[config.mk]
export PLATFORM = sky130hd
export DESIGN_NAME = load_store_unit
export DESIGN_NICKNAME = d
export VERILOG_FILES = /design/src/rtl/lsu_pkg.sv /design/src/rtl/lsu_watchdog.sv /design/src/rtl/load_store_unit.sv
export SDC_FILE = /design/constraint.sdc
export NUM_CORES = 1
export LEC_CHECK = 0
export ABC_AREA = 1
export BUFFER_PORTS_ARGS = -buffer_cell sky130_fd_sc_hd__buf_4
export CORE_MARGIN = 4
export CORE_UTILIZATION = 40
export CTS_CLUSTER_SIZE = 8
export DETAILED_ROUTE_END_ITERATION = 8
export HOLD_SLACK_MARGIN = 0.1
export PLACE_DENSITY_LB_ADDON = 0.15
export SLEW_MARGIN = 20
export SYNTH_ARGS = -nofsm -noshare
export SYNTH_HDL_FRONTEND = slang
export SYNTH_HIERARCHICAL = 1
export SYNTH_SLANG_ARGS = --single-unit
[constraint.sdc]
create_clock -name CLK -period 2.19 [get_ports CLK]
set_input_delay 0.3285 -clock CLK [delete_from_list [all_inputs] [get_ports CLK]]
set_output_delay 0.3285 -clock CLK [all_outputs]
set_load 0.005 [all_outputs]
[src/rtl/lsu_pkg.sv]
`default_nettype none
// +--------------------------------------------------------------------+
// | lsu_pkg: shared types, default widths and sizing helper for the LSU |
// | Rev 1.0                                                             |
// +--------------------------------------------------------------------+
package lsu_pkg;

  typedef enum logic [1:0] {
    IDLE = 2'd0,
    REQ  = 2'd1,
    FIN  = 2'd2
  } lsu_state_t;

  localparam int LSU_ADDR_W = 8;
  localparam int LSU_DATA_W = 8;
  localparam int LSU_REG_W  = 4;

  function automatic int lsu_cnt_w(input int timeout_cycles);
    return $clog2(timeout_cycles + 1);
  endfunction

endpackage
`default_nettype wire

[src/rtl/lsu_watchdog.sv]
`default_nettype none
// +--------------------------------------------------------------------+
// | lsu_watchdog: REQ-phase cycle counter, flags expiry at LIMIT-1      |
// | Rev 1.0                                                             |
// +--------------------------------------------------------------------+
module lsu_watchdog
  import lsu_pkg::*;
#(
  parameter int LIMIT = 255
) (
  input  logic clk,
  input  logic rst,
  input  logic clear,
  input  logic count_en,
  output logic expired
);

  localparam int CNT_W = lsu_cnt_w(LIMIT);

  logic [CNT_W-1:0] count;

  // Saturate at the expiry value so a stalled count never wraps.
  always_ff @(posedge clk or posedge rst) begin
    if (rst)
      count <= '0;
    else if (clear)
      count <= '0;
    else if (count_en && !expired)
      count <= count + 1'b1;
  end

  assign expired = (count == CNT_W'(LIMIT - 1));

endmodule
`default_nettype wire

[src/rtl/load_store_unit.sv]
`default_nettype none
// +--------------------------------------------------------------------+
// | load_store_unit: multi-cycle LW/SW stage with req/ack memory port   |
// | Optional REQ timeout abort when LSU_TIMEOUT_EN is defined. Rev 1.0  |
// +--------------------------------------------------------------------+
module load_store_unit
  import lsu_pkg::*;
#(
  parameter int ADDR_W         = LSU_ADDR_W,
  parameter int DATA_W         = LSU_DATA_W,
  parameter int REG_W          = LSU_REG_W,
  parameter int TIMEOUT_CYCLES = 255
) (
  input  logic              CLK,
  input  logic              RESET,
  input  logic              start,
  input  logic              is_store,
  input  logic [REG_W-1:0]  reg_sel,
  input  logic [ADDR_W-1:0] addr,
  input  logic [DATA_W-1:0] store_data,
  output logic              busy,
  output logic              done,
  output logic              err,
  output logic              mem_req,
  output logic              mem_we,
  output logic [ADDR_W-1:0] mem_addr,
  output logic [DATA_W-1:0] mem_wdata,
  input  logic              mem_ack,
  input  logic [DATA_W-1:0] mem_rdata,
  output logic              wb_en,
  output logic [REG_W-1:0]  wb_reg,
  output logic [DATA_W-1:0] wb_data
);

  lsu_state_t       state;
  lsu_state_t       next_state;
  logic             store_l;
  logic [REG_W-1:0] reg_l;
  logic             accept;
  logic             timeout;
  logic             finish_req;
  logic             load_done;

  assign accept     = (state == IDLE) && start;
  assign finish_req = (state == REQ) && (mem_ack || timeout);
  assign load_done  = finish_req && !store_l && !timeout;

`ifdef LSU_TIMEOUT_EN
  logic expired;

  lsu_watchdog #(
    .LIMIT (TIMEOUT_CYCLES)
  ) u_watchdog (
    .clk      (CLK),
    .rst      (RESET),
    .clear    (accept),
    .count_en ((state == REQ) && !mem_ack),
    .expired  (expired)
  );

  // An ack in the expiry cycle takes precedence over the abort.
  assign timeout = (state == REQ) && !mem_ack && expired;
`else
  logic unused_cfg;
  assign unused_cfg = (TIMEOUT_CYCLES == 0);
  assign timeout    = 1'b0;
`endif

  always_ff @(posedge CLK or posedge RESET) begin
    if (RESET)
      state <= IDLE;
    else
      state <= next_state;
  end

  always_comb begin
    next_state = state;
    case (state)
      IDLE:    if (start) next_state = REQ;
      REQ:     if (mem_ack || timeout) next_state = FIN;
      FIN:     next_state = IDLE;
      default: next_state = IDLE;
    endcase
  end

  // Outputs are registered from next_state so they line up with the state they describe.
  always_ff @(posedge CLK or posedge RESET) begin
    if (RESET) begin
      busy      <= 1'b0;
      done      <= 1'b0;
      err       <= 1'b0;
      mem_req   <= 1'b0;
      mem_we    <= 1'b0;
      mem_addr  <= '0;
      mem_wdata <= '0;
      wb_en     <= 1'b0;
      wb_reg    <= '0;
      wb_data   <= '0;
      store_l   <= 1'b0;
      reg_l     <= '0;
    end else begin
      busy    <= (next_state != IDLE);
      done    <= (next_state == FIN);
      err     <= timeout;
      mem_req <= (next_state == REQ);
      wb_en   <= load_done;
      if (accept) begin
        store_l   <= is_store;
        reg_l     <= reg_sel;
        mem_we    <= is_store;
        mem_addr  <= addr;
        mem_wdata <= store_data;
      end else if (next_state != REQ) begin
        mem_we <= 1'b0;
      end
      if (load_done) begin
        wb_reg  <= reg_l;
        wb_data <= mem_rdata;
      end
    end
  end

endmodule
`default_nettype wire

* Yosys cells after proc, flatten, opt, wreduce, memory -nomap -nowiden
Cells that the tools add are included.
** Storage, ports and cells
- Bits in registers :: 40
- Latch bits :: 0
- Bits in writable memories :: 0
- Memory bits (read-only) :: 0
- Input port bits :: 33
- Word-level logic and storage cells :: 28
- Memories kept :: 0
** Cells by class
- $add $sub $neg :: 0
- Multiply operators :: 0
- Div/mod/pow operators :: 0
- Magnitude comparators :: 0
- Equal/unequal tests :: 4
- Shifts and indexed selects :: 0
- Mux-type cells :: 5
- Bitwise operators :: 0
- Reduce and logical (&&, ||, !) cells :: 7
** Operators by type and width (number)
- 2-bit by 1-bit equality test with 1-bit output (second input constant) :: 2
- 2-bit 2-to-1 mux :: 2
- 2-bit one-hot mux with 2 select lines :: 1
- 2-bit nonzero test :: 2
- 1-bit logical AND :: 3
- 2-bit equality test (second input constant) :: 1
- 2-bit logical NOT :: 1
- 1-bit 2-to-1 mux :: 2
- 2-bit by 1-bit inequality test with 1-bit output (second input constant) :: 1
- 1-bit logical NOT :: 1

* Longest topological paths before layout
Gate-level depths: netlist (run 1).
- Word-level depth :: 5
- Gate-level depth with buffers :: 5
- Depth with buffers taken out :: 4

* Worst setup path before layout (run 1)
OpenSTA, ideal clock, no wires.
- Path type :: register to register
- Start :: reg state[1]
- End :: reg mem_addr[6]
- Arrival :: 886 ps
- Required time :: 2073 ps
- Path slack :: 1187 ps
- Stages on the path, launching flop included :: 6
- Cell sequence :: dfrtp_1 > inv_2 > nand3_4 > buf_8 > nand2_1 > o21ai_2
** Between the ends
- Cells in the longest elaborated chain, start to end :: 2
** RTL lines
- start, declared :: line load_store_unit.sv:35 : lsu_state_t state;
- start signal, assigned :: line load_store_unit.sv:73 : state <= next_state;
- 2-bit logical NOT :: line load_store_unit.sv:44 : assign accept = (state == IDLE) && start;
- 1-bit logical AND :: line load_store_unit.sv:44
- end signal, assigned :: line load_store_unit.sv:111 : mem_addr <= addr;
- end, declared :: line load_store_unit.sv:26 : output logic [ADDR_W-1:0] mem_addr,
Every way passes these cells.
A chain may end at the register's enable or synchronous reset.

* Final worst setup path (run 1)
- Start :: reg store_l
- End :: reg wb_reg[2]
** Between the ends
- Cells in the longest elaborated chain, start to end :: 2
** RTL lines
- start, declared :: line load_store_unit.sv:37 : logic store_l;
- start signal, assigned :: line load_store_unit.sv:108 : store_l <= is_store;
- 1-bit logical NOT :: line load_store_unit.sv:46 : assign load_done = finish_req && !store_l && !timeout;
- 1-bit logical AND :: line load_store_unit.sv:46
- end signal, assigned :: line load_store_unit.sv:117 : wb_reg <= reg_l;
- end, declared :: line load_store_unit.sv:31 : output logic [REG_W-1:0] wb_reg,
Every way passes these cells.

==> results of run 1 <==
-- logic make-up after synthesis --
kind of cell,count (synthesis),share of synthesized area [%]
and+or+nand+nor,64,17.69
DFF,40,58.74
buffers and inverters,38,11.45
AOI/OAI and AO/OA,24,11.89
other,1,0.2201
-- cell usage after synthesis, drive strengths merged --
library cell  number  area [sq um]
nand2             46         172.7
dfrtp             40          1001
inv               28         105.1
o21ai             24         202.7
nand4             13         87.58
buf                9         85.07
nor2               3         18.77
nand3              2         22.52
clkbuf             1         5.000
conb               1         3.750
-- power breakdown --
part / switching (W) / internal, W
logic: 0.000450 / 0.000497
clock network: 0.000237 / 0.000251
registers: 0.000153 / 0.00103
total: 0.000840 / 0.00178
-- layout by cell type, fill, tap and decap left out --
| cell | synthesis | layout |
|---|---|---|
| nor2_1 | 2 | 2 |
| inv_2 | 2 | 2 |
| nand4_2 | 1 | 1 |
| buf_4 | 2 | 67 |
| dlygate4sd3_1 | 0 | 1 |
| nand3_4 | 1 | 1 |
| clkbuf_8 | 0 | 6 |
| conb_1 | 1 | 1 |
| inv_1 | 26 | 25 |
| o21ai_0 | 2 | 2 |
| clkinv_1 | 0 | 1 |
| nand3_1 | 1 | 1 |
| nand2_1 | 46 | 46 |
| o21ai_2 | 22 | 22 |
| nand4_1 | 12 | 12 |
| clkinv_2 | 0 | 2 |
| dfrtp_1 | 40 | 40 |
| nor2_4 | 1 | 1 |
-- worst max-delay path, delay by kind of cell (launching register included) --
family	cells	cell delay, ns
buffers and inverters	1	0.33
DFF	1	0.38
and+or+nand+nor	3	0.65
-- metrics by stage --
step / total power [W] / utilization (%) / hold WS [ns] / instance area (sq um) / cells
final: 0.002616 / 56.24 / 0.2835 / 2282 / 283
after detailed placement: 0.002164 / 53.72 / 0.3328 / 2180 / 274
after global placement: 0.002149 / 53.72 / 0.3264 / 2180 / 274
after global routing: 0.002823 / 56.24 / 0.2761 / 2282 / 283
after CTS: 0.002667 / 56.24 / 0.2778 / 2282 / 283
after floorplan: 0.001699 / - / 0.4550 / 1704 / 167
-- timing repair --
action,4_1_cts,5_1_grt
hold endpoints to repair,13,0
hold buffers,1,0
buffers inserted,0,0
-- metal layers --
layer	vias up	track usage (%)	share of wire, %
met3	5	5.335	8.5
met5	-	0	0
met2	42	21.55	48
li1	644	-	-
met4	0	4.918	1.4
met1	570	16.25	42
-- how the worst max path moves through the flow --
stage,from,cells after the start,to,slack [ns]
after floorplan,RESET,1,busy,0.94
after global placement,store_l,4,wb_data[3],0.73
after detailed placement,store_l,4,wb_reg[2],0.71
after CTS,store_l,4,wb_reg[2],0.70
after global routing,store_l,4,wb_data[6],0.56
final,store_l,4,wb_reg[2],0.71
-- final cells by class --
cell class                      count  share of cell area [%]
Clock buffer                        6                   3.618
Clock inverter                      2                  0.4386
Inverter                           28                   4.605
Multi-Input combinational cell     89                   22.26
Sequential cell                    40                   43.86
Tap cell                           50                   2.741
Timing Repair Buffer               68                   22.48
==> impl_metrics.ini, run 1 <==
[detailed_routing]
finalWirelength_mm = 3.379
drtIter0Drc = 66
num_vias = 1261
first_pass_iters = 4
post_drt_wl_per_cell_um = 11.94
postRouteAntennaNets = 0
route.detailed.drc = 0
avgViaCountPerCell = 4.456

[cts]
clock_tree.buffer_depth = 2
cts_tree = done
clk_latency_ns = 0.29
root_buffer = clkbuf_8
cts_buffers = 5
clkTransAtPathRegs_ns = 0.08
clkSinkCount = 40
cts_resized = 0
ctsHtreeMaxLevel = 2

[global_routing]
track_usage_pct = 13.42
grt_overflow = 0
grt_max_degree = 47
antenna_found_initial = 0
grt_pass1_wl_mm = 5.478
grt_pass1_vias = 1235

[floorplan]
die_area_sq_mm = 0.005368
design.core.area_sq_mm = 0.004058
io_pins = 67
die_w_um = 73.27
row_count = 23
start_util_pct = 42.00
dieHeight_um = 73.27

[power_and_ir_drop]
p_leak_nw = 1.268
pwr_density_cell_mw_per_mm2 = 1146
vdd_drop_max_v = 0.0005160

[critical_path]
crit_arrival_ns = 1.65
r2r-end = wb_reg[2]
crit_top_cell = nand2_1
cp_max_fo = 13
cp_slowest_stage_delay_ns = 0.43
cp.required_ns = 2.36
rrSetupSlack_ns = 0.71
r2r-start = store_l
startpoint_type = flop
slowest_stage = nand4_2
timing_worst_setup_path_type = reg2reg
r2r_cells = 4
cp_cell_sequence = inv_1 > nand4_2 > nand2_1 > nand2_1
end_kind = flop

[sta]
finalCritPeriodShare_pct = 67.38
finalSetupViolations = 0
fin_crit_ns = 1.476
maxSlewViolCount = 0
slew_headroom_pct = 59.55
fin_ws_ns = 0.7143
rsz0062_at_grt = no
worstMarginPinSlew_ns = 0.6068
fin_worst_skew_ns = 0.005406
hold_viol = 0
timing.fmax_mhz = 677.7
timing.setup.tns_ns = 0

[cells_and_area]
syn_to_final_growth_pct = 33.92
reg.largest.list = mem_addr: 8 flops, mem_wdata: 8 flops, wb_data: 8 flops
seqCellArea_sq_mm = 0.001001
antenna_cells = 0
fin_nets = 265
multiInputGateArea_sq_um = 508.0
layout-drive-gt1-share_pct = 43.78
nFillCells = 378

[synth]
syn-num-nets = 200
ys.warnings.count = 6
synth.avg_cell_area_sq_um = 10.20
syn_inst = 167
ys_ff_latch = 40
seq_area_frac_synth_pct = 58.74
synth_area_sq_mm = 0.001704
synth_cell_types = 18

[outcome]
outcome = complete, no violations

[min_path]
holdPathEnd = mem_addr[3]
holdPathStages = 3
holdCritStartpoint = addr[3]
hold_path.class = in2reg

[place]
dpl.hpwl_mm = 2.411
numPortBuffers = 65
place_congestion = 0.6690
pre_cts_ws_ns = 0.7133

[run]
maxCapViolCount = 0
Note: power is estimated with default switching activity, not from simulation.
==> run 2, diff against run 1 <==
--- a/config.mk
+++ b/config.mk
@@ -5,7 +5,7 @@
 export SDC_FILE = /design/constraint.sdc
 export NUM_CORES = 1
 export LEC_CHECK = 0
-export ABC_AREA = 1
+export ABC_AREA = 0
 export BUFFER_PORTS_ARGS = -buffer_cell sky130_fd_sc_hd__buf_4
 export CORE_MARGIN = 4
 export CORE_UTILIZATION = 40
==> constraint.sdc (replaced) <==
create_clock -name CLK -period 1.5 [get_ports CLK]
set_input_delay 0.225 -clock CLK [delete_from_list [all_inputs] [get_ports CLK]]
set_output_delay 0.225 -clock CLK [all_outputs]
set_load 0.005 [all_outputs]
==> run 2 against run 1 <==
  * Hold slack worse by 0.12 ns
  * Die area down 9.9%
  * Utilization up 2.3 points
  * Combinational power up 30%
  * Final cell count down 25%
  * Critical path type unchanged
  * Largest power group unchanged
  * Highest routed layer unchanged
==> impl_metrics.ini, run 2 <==
[detailed_routing]
postRouteAntennaNets = 0
drtIter0Drc = 23
route.detailed.drc = 0
finalWirelength_mm = 2.951
avgViaCountPerCell = 4.667
num_vias = 994
first_pass_iters = 2
post_drt_wl_per_cell_um = 13.85

[power_and_ir_drop]
vdd_drop_max_v = 0.0007906
pwr_density_cell_mw_per_mm2 = 1668
p_leak_nw = 1.027

[critical_path]
cp_max_fo = 8
startpoint_type = flop
end_kind = flop
cp.required_ns = 1.66
crit_arrival_ns = 1.57
r2r-end = mem_addr[4]
timing_worst_setup_path_type = reg2reg
rrSetupSlack_ns = 0.09
r2r-start = state[0]
r2r_cells = 3

[cells_and_area]
fin_nets = 200
layout-drive-gt1-share_pct = 61.21
syn_to_final_growth_pct = 41.37
final_area_sq_mm = 0.002142
final_cell_mix = 70 x buf_4, 39 x dfrtp_1, 23 x mux2_2
antenna_cells = 0
post-route-util_pct = 58.51
reg.largest.list = mem_addr: 8 flops, mem_wdata: 8 flops, wb_data: 8 flops
final_common_cell = buf_4
nFillCells = 307

[min_path]
holdPathStages = 2
hold_path.class = in2reg
holdCritStartpoint = store_data[7]
holdPathEnd = mem_wdata[7]

[cts]
clock_tree.buffer_depth = 2
ctsHtreeMaxLevel = 2
cts_tree = done
cts_buffers = 5
clk_latency_ns = 0.28
root_buffer = clkbuf_8
clkSinkCount = 40
clkTransAtPathRegs_ns = 0.07

[sta]
timing.fmax_mhz = 710.6
fin_worst_skew_ns = 0.001836
timing.setup.tns_ns = 0
fin_crit_ns = 1.407
maxSlewViolCount = 0
finalCritPeriodShare_pct = 93.82
hold_viol = 0
rsz0062_at_grt = no
fin_ws_ns = 0.09268
finalSetupViolations = 0
fin_hold_ws_ns = 0.1624

[outcome]
outcome = complete, no violations

[floorplan]
io_pins = 67
row_count = 22
dieHeight_um = 69.55
start_util_pct = 41.39
die_w_um = 69.55
design.core.area_sq_mm = 0.003661
die_area_sq_mm = 0.004837

[place]
place_area_sq_mm = 0.002062
numPortBuffers = 65
place_congestion = 0.6840
pre_cts_ws_ns = 0.06961
dpl.hpwl_mm = 2.250

[synth]
synth_edf_count = 0
synth_flop_cell = dfrtp_1
synth_cell_types = 14
synth_area_sq_mm = 0.001515
seq_area_frac_synth_pct = 66.06
syn-num-nets = 127
syn_inst = 94
async_flop_share_pct = 100.0
yosysTopAreaCellShare_pct = 66.06
ys.warnings.count = 6
synth_common_cells = 40 x dfrtp_1, 23 x mux2_2, 10 x mux2_1
synth.avg_cell_area_sq_um = 16.12
yosysMostFrequentCell = dfrtp_1
yosys.area.top_type = dfrtp_1
ys_ff_latch = 40
ys_top_cells_by_area = dfrtp_1 66%, mux2_2 17%, mux2_1 7.4%, buf_4 2.0%, and4bb_4 1.1%

[global_routing]
grt_max_degree = 41
grt_pass1_wl_mm = 5.230
grt_pass1_vias = 1096
grt_overflow = 0
track_usage_pct = 13.80
antenna_found_initial = 0

[run]
maxCapViolCount = 0
[run 2: changes by cell type after synthesis, moves of 3 or more]
| cell | delta |
|---|---|
| nand2_1 | -45 |
| inv_1 | -25 |
| mux2_2 | +23 |
| o21ai_2 | -22 |
| nand4_1 | -12 |
| mux2_1 | +10 |
| buf_6 | -4 |
| a21oi_1 | +3 |
[run 2: worst max path at each step]
stage | cells past startpoint | startpoint | slack (ns) | to
floorplan | 4 | state[1] | 0.12 | wb_data[0]
global placement | 3 | state[0] | 0.12 | mem_wdata[4]
detailed placement | 3 | state[0] | 0.07 | mem_addr[4]
CTS | 3 | state[0] | 0.06 | mem_addr[4]
global route | 3 | state[0] | 0.02 | mem_addr[4]
finish | 3 | state[0] | 0.09 | mem_addr[4]
[run 2: critical path, stage by stage (launching register included)]
cell	delay, ns
dfrtp_2	0.46
nor3b_4	0.27
buf_4	0.21
mux2_2	0.35
[run 2: stage by stage]
stage | cells | power [W]
finish | 213 | 0.003573
CTS | 213 | 0.003647
floorplan | 94 | 0.002255
global route | 213 | 0.003855
detailed placement | 207 | 0.003020
global placement | 207 | 0.002957
[run 2: what timing repair did]
action,CTS,global route
setup endpoints to repair,0,4
gates resized for setup,0,1
buffers inserted,0,0
hold buffers,1,0
hold endpoints to repair,40,0
[run 2: kinds of logic after synthesis]
| family | after synthesis | share of synthesized area [%] |
|---|---|---|
| DFF | 40 | 66.06 |
| muxes | 33 | 24.53 |
| and+or+nand+nor | 11 | 4.954 |
| buffers and inverters | 6 | 3.220 |
| AOI/OAI and AO/OA | 3 | 0.9906 |
| other | 1 | 0.2475 |
[run 2: where the power goes]
group | leakage (nW) | switching (W) | internal (W)
clock | 0.0359 | 0.000310 | 0.000299
sequential | 0.476 | 0.000220 | 0.00151
combinational | 0.514 | 0.000398 | 0.000836
[run 2: per-layer routing]
| metal | track usage, % | vias up | share of wire (%) |
|---|---|---|---|
| met1 | 14.80 | 488 | 37 |
| li1 | - | 463 | - |
| met5 | 0 | - | 0 |
| met2 | 22.99 | 41 | 52 |
| met3 | 7.681 | 2 | 10 |
| met4 | 4.555 | 0 | 0.78 |
[run 2: layout make-up]
type	count	area (sq um)	area share, %
Inverter	1	3.754	0.1752
Sequential cell	40	1002	46.79
Tap cell	48	60.06	2.804
Multi-Input combinational cell	48	471.7	22.02
Timing Repair Buffer	71	535.5	25.00
Clock buffer	5	68.82	3.213
==> run 3, diff against run 2 <==
--- a/config.mk
+++ b/config.mk
@@ -7,6 +7,7 @@
 export LEC_CHECK = 0
 export ABC_AREA = 0
 export BUFFER_PORTS_ARGS = -buffer_cell sky130_fd_sc_hd__buf_4
+export CORE_ASPECT_RATIO = 1.1
 export CORE_MARGIN = 4
 export CORE_UTILIZATION = 40
 export CTS_CLUSTER_SIZE = 8
==> run 3 against run 2 <==
  * Utilization grew 1.2 points
  * First-iteration DRC count increased by 43%
  * Largest cell class unchanged
  * Register-to-register slack got worse by 0.02 ns
  * Critical path depth is 1 lower
  * Clock power up 22%
  * Critical path type unchanged
  * Flip-flop and latch count stayed put
  * Clock skew increased by 0.00077 ns
  * Fmax decreased by 1.5%
  * Largest power group unchanged
  * Highest routed layer unchanged
==> impl_metrics.ini, run 3 (same netlist as run 2, synthesis figures left out) <==
[detailed_routing]
route.detailed.drc = 0
first_pass_iters = 3
finalWirelength_mm = 3.151
num_vias = 997
postRouteAntennaNets = 0
avgViaCountPerCell = 4.616
drtIter0Drc = 33
post_drt_wl_per_cell_um = 14.59

[global_routing]
met2_usage_pct = 22.91
track_usage_pct = 14.04
grt_pass1_wl_mm = 4.954
grtUsageMet1_pct = 16.23
grt_max_degree = 22
top_usage_layer = met2
grt_pass1_vias = 1047
gr-usage-met3_pct = 6.037
antenna_found_initial = 0
grt_overflow = 0

[floorplan]
die_w_um = 66.68
design.core.area_sq_mm = 0.003655
row_count = 23
start_util_pct = 41.46
die_area_sq_mm = 0.004838
dieHeight_um = 72.55
io_pins = 67

[cts]
clkTransAtPathRegs_ns = 0.07
cts_resized = 0
cts_buffers = 5
clock_tree.buffer_depth = 2
clk_latency_ns = 0.28
cts_tree = done
ctsHtreeMaxLevel = 2
root_buffer = clkbuf_8
clkSinkCount = 40

[power_and_ir_drop]
intPower_w = 0.002755
p_seq_share_pct = 46.9
comb_power_share_pct = 33.0
swShare_pct = 25.93
p_clk_share_pct = 20.0
power_switching_w = 0.0009647
vdd_drop_max_v = 0.001070
p_leak_nw = 1.039
pwr_density_cell_mw_per_mm2 = 1706

[critical_path]
rrSetupSlack_ns = 0.07
cp_max_fo = 9
slowest_stage = dfrtp_1
cp.required_ns = 1.67
crit_arrival_ns = 1.60
r2r-end = wb_reg[2]
cp_cell_sequence = and4bb_4 > mux2_2
r2r_cells = 2
crit_family = flip-flops
end_kind = flop
r2r-start = state[1]
startpoint_type = flop
cp_slowest_stage_delay_ns = 0.49
timing_worst_setup_path_type = reg2reg
critPathBufInv = 0

[cells_and_area]
layout-drive-gt1-share_pct = 60.84
multiInputGateArea_sq_um = 484.2
syn_to_final_growth_pct = 43.93
seqCellArea_sq_mm = 0.001001
reg.largest.list = mem_addr: 8 flops, mem_wdata: 8 flops, wb_data: 8 flops
nFillCells = 301
antenna_cells = 0
fin_nets = 199
final_common_cell = buf_4
final_cell_mix = 67 x buf_4, 40 x dfrtp_1, 23 x mux2_2

[sta]
rsz0062_at_grt = no
timing.setup.tns_ns = 0
fin_ws_ns = 0.07095
maxSlewViolCount = 0
timing.fmax_mhz = 699.8
fin_crit_ns = 1.429
fin_worst_skew_ns = 0.002602
finalCritPeriodShare_pct = 95.27
finalSetupViolations = 0
hold_viol = 0

[place]
place_congestion = 0.6554
dpl.hpwl_mm = 2.314
pre_cts_ws_ns = 0.06972
numPortBuffers = 65

[run]
maxCapViolCount = 0

[outcome]
outcome = complete, no violations

[min_path]
holdCritStartpoint = mem_rdata[1]
hold_path.class = in2reg
holdPathStages = 2
holdPathEnd = wb_data[1]
run 3: cell types whose count changed in the layout (fill, tap and decap cells not counted):
cell,delta
buf_12,+1
dfrtp_1,+1
buf_4,-3
dfrtp_2,-1
and4bb_2,+1
clkbuf_8,+2
run 3: power by group through the flow:
stage | Combinational [W] | Sequential [W] | Clock [W]
final | 0.00123 | 0.00175 | 0.000745
after global routing | 0.00134 | 0.00181 | 0.000824
after CTS | 0.00125 | 0.00175 | 0.000766
after detailed placement | 0.00125 | 0.00176 | 0
after global placement | 0.00122 | 0.00174 | 0
after floorplan | 0.000504 | 0.00175 | 0
run 3: layout make-up:
| type | instances | share of cell area [%] |
|---|---|---|
| clock buffers | 7 | 4.418 |
| repair buffers | 69 | 24.44 |
| multi-input cells | 49 | 22.20 |
| well taps | 50 | 2.869 |
| inverters | 1 | 0.1721 |
| flip-flops and latches | 40 | 45.90 |
run 3: routing by layer:
metal  up-vias  wire length, um
li1        469                -
met1       483             1204
met4         0               51
met3         4              251
met5         -                0
met2        41             1643
run 3: worst reg2reg max path, cell delays in order (launching register included):
cell and delay (ns):
dfrtp_1 0.49, and4bb_4 0.47, mux2_2 0.35
run 3: how the worst max path moves through the flow:
stage | start | end | slack, ns | cells after the start
4_1_cts | state[1] | wb_reg[2] | 0.06 | 2
6_report | state[1] | wb_reg[2] | 0.07 | 2
3_3_place_gp | state[1] | wb_reg[3] | 0.11 | 2
5_1_grt | state[1] | wb_data[7] | 0.008 | 2
3_5_place_dp | state[1] | wb_reg[2] | 0.07 | 2
2_1_floorplan | state[1] | wb_data[0] | 0.12 | 4
run 3: repair_timing:
item / in CTS / in global routing
endpoints found under the hold margin: 10 / 0
buffers inserted: 0 / 0
setup endpoints to repair: 0 / 3
hold buffers: 1 / 0
run 3: stage by stage:
stage	instances	utilization [%]	hold WS [ns]	cell area, sq um	power (W)
floorplan	94	-	0.3500	1515	0.002255
global placement	207	56.42	0.2399	2062	0.002957
detailed placement	207	56.42	0.2532	2062	0.003013
CTS	215	59.33	0.1449	2168	0.003766
global route	216	59.67	0.1415	2181	0.003978
finish	216	59.67	0.1522	2181	0.003720
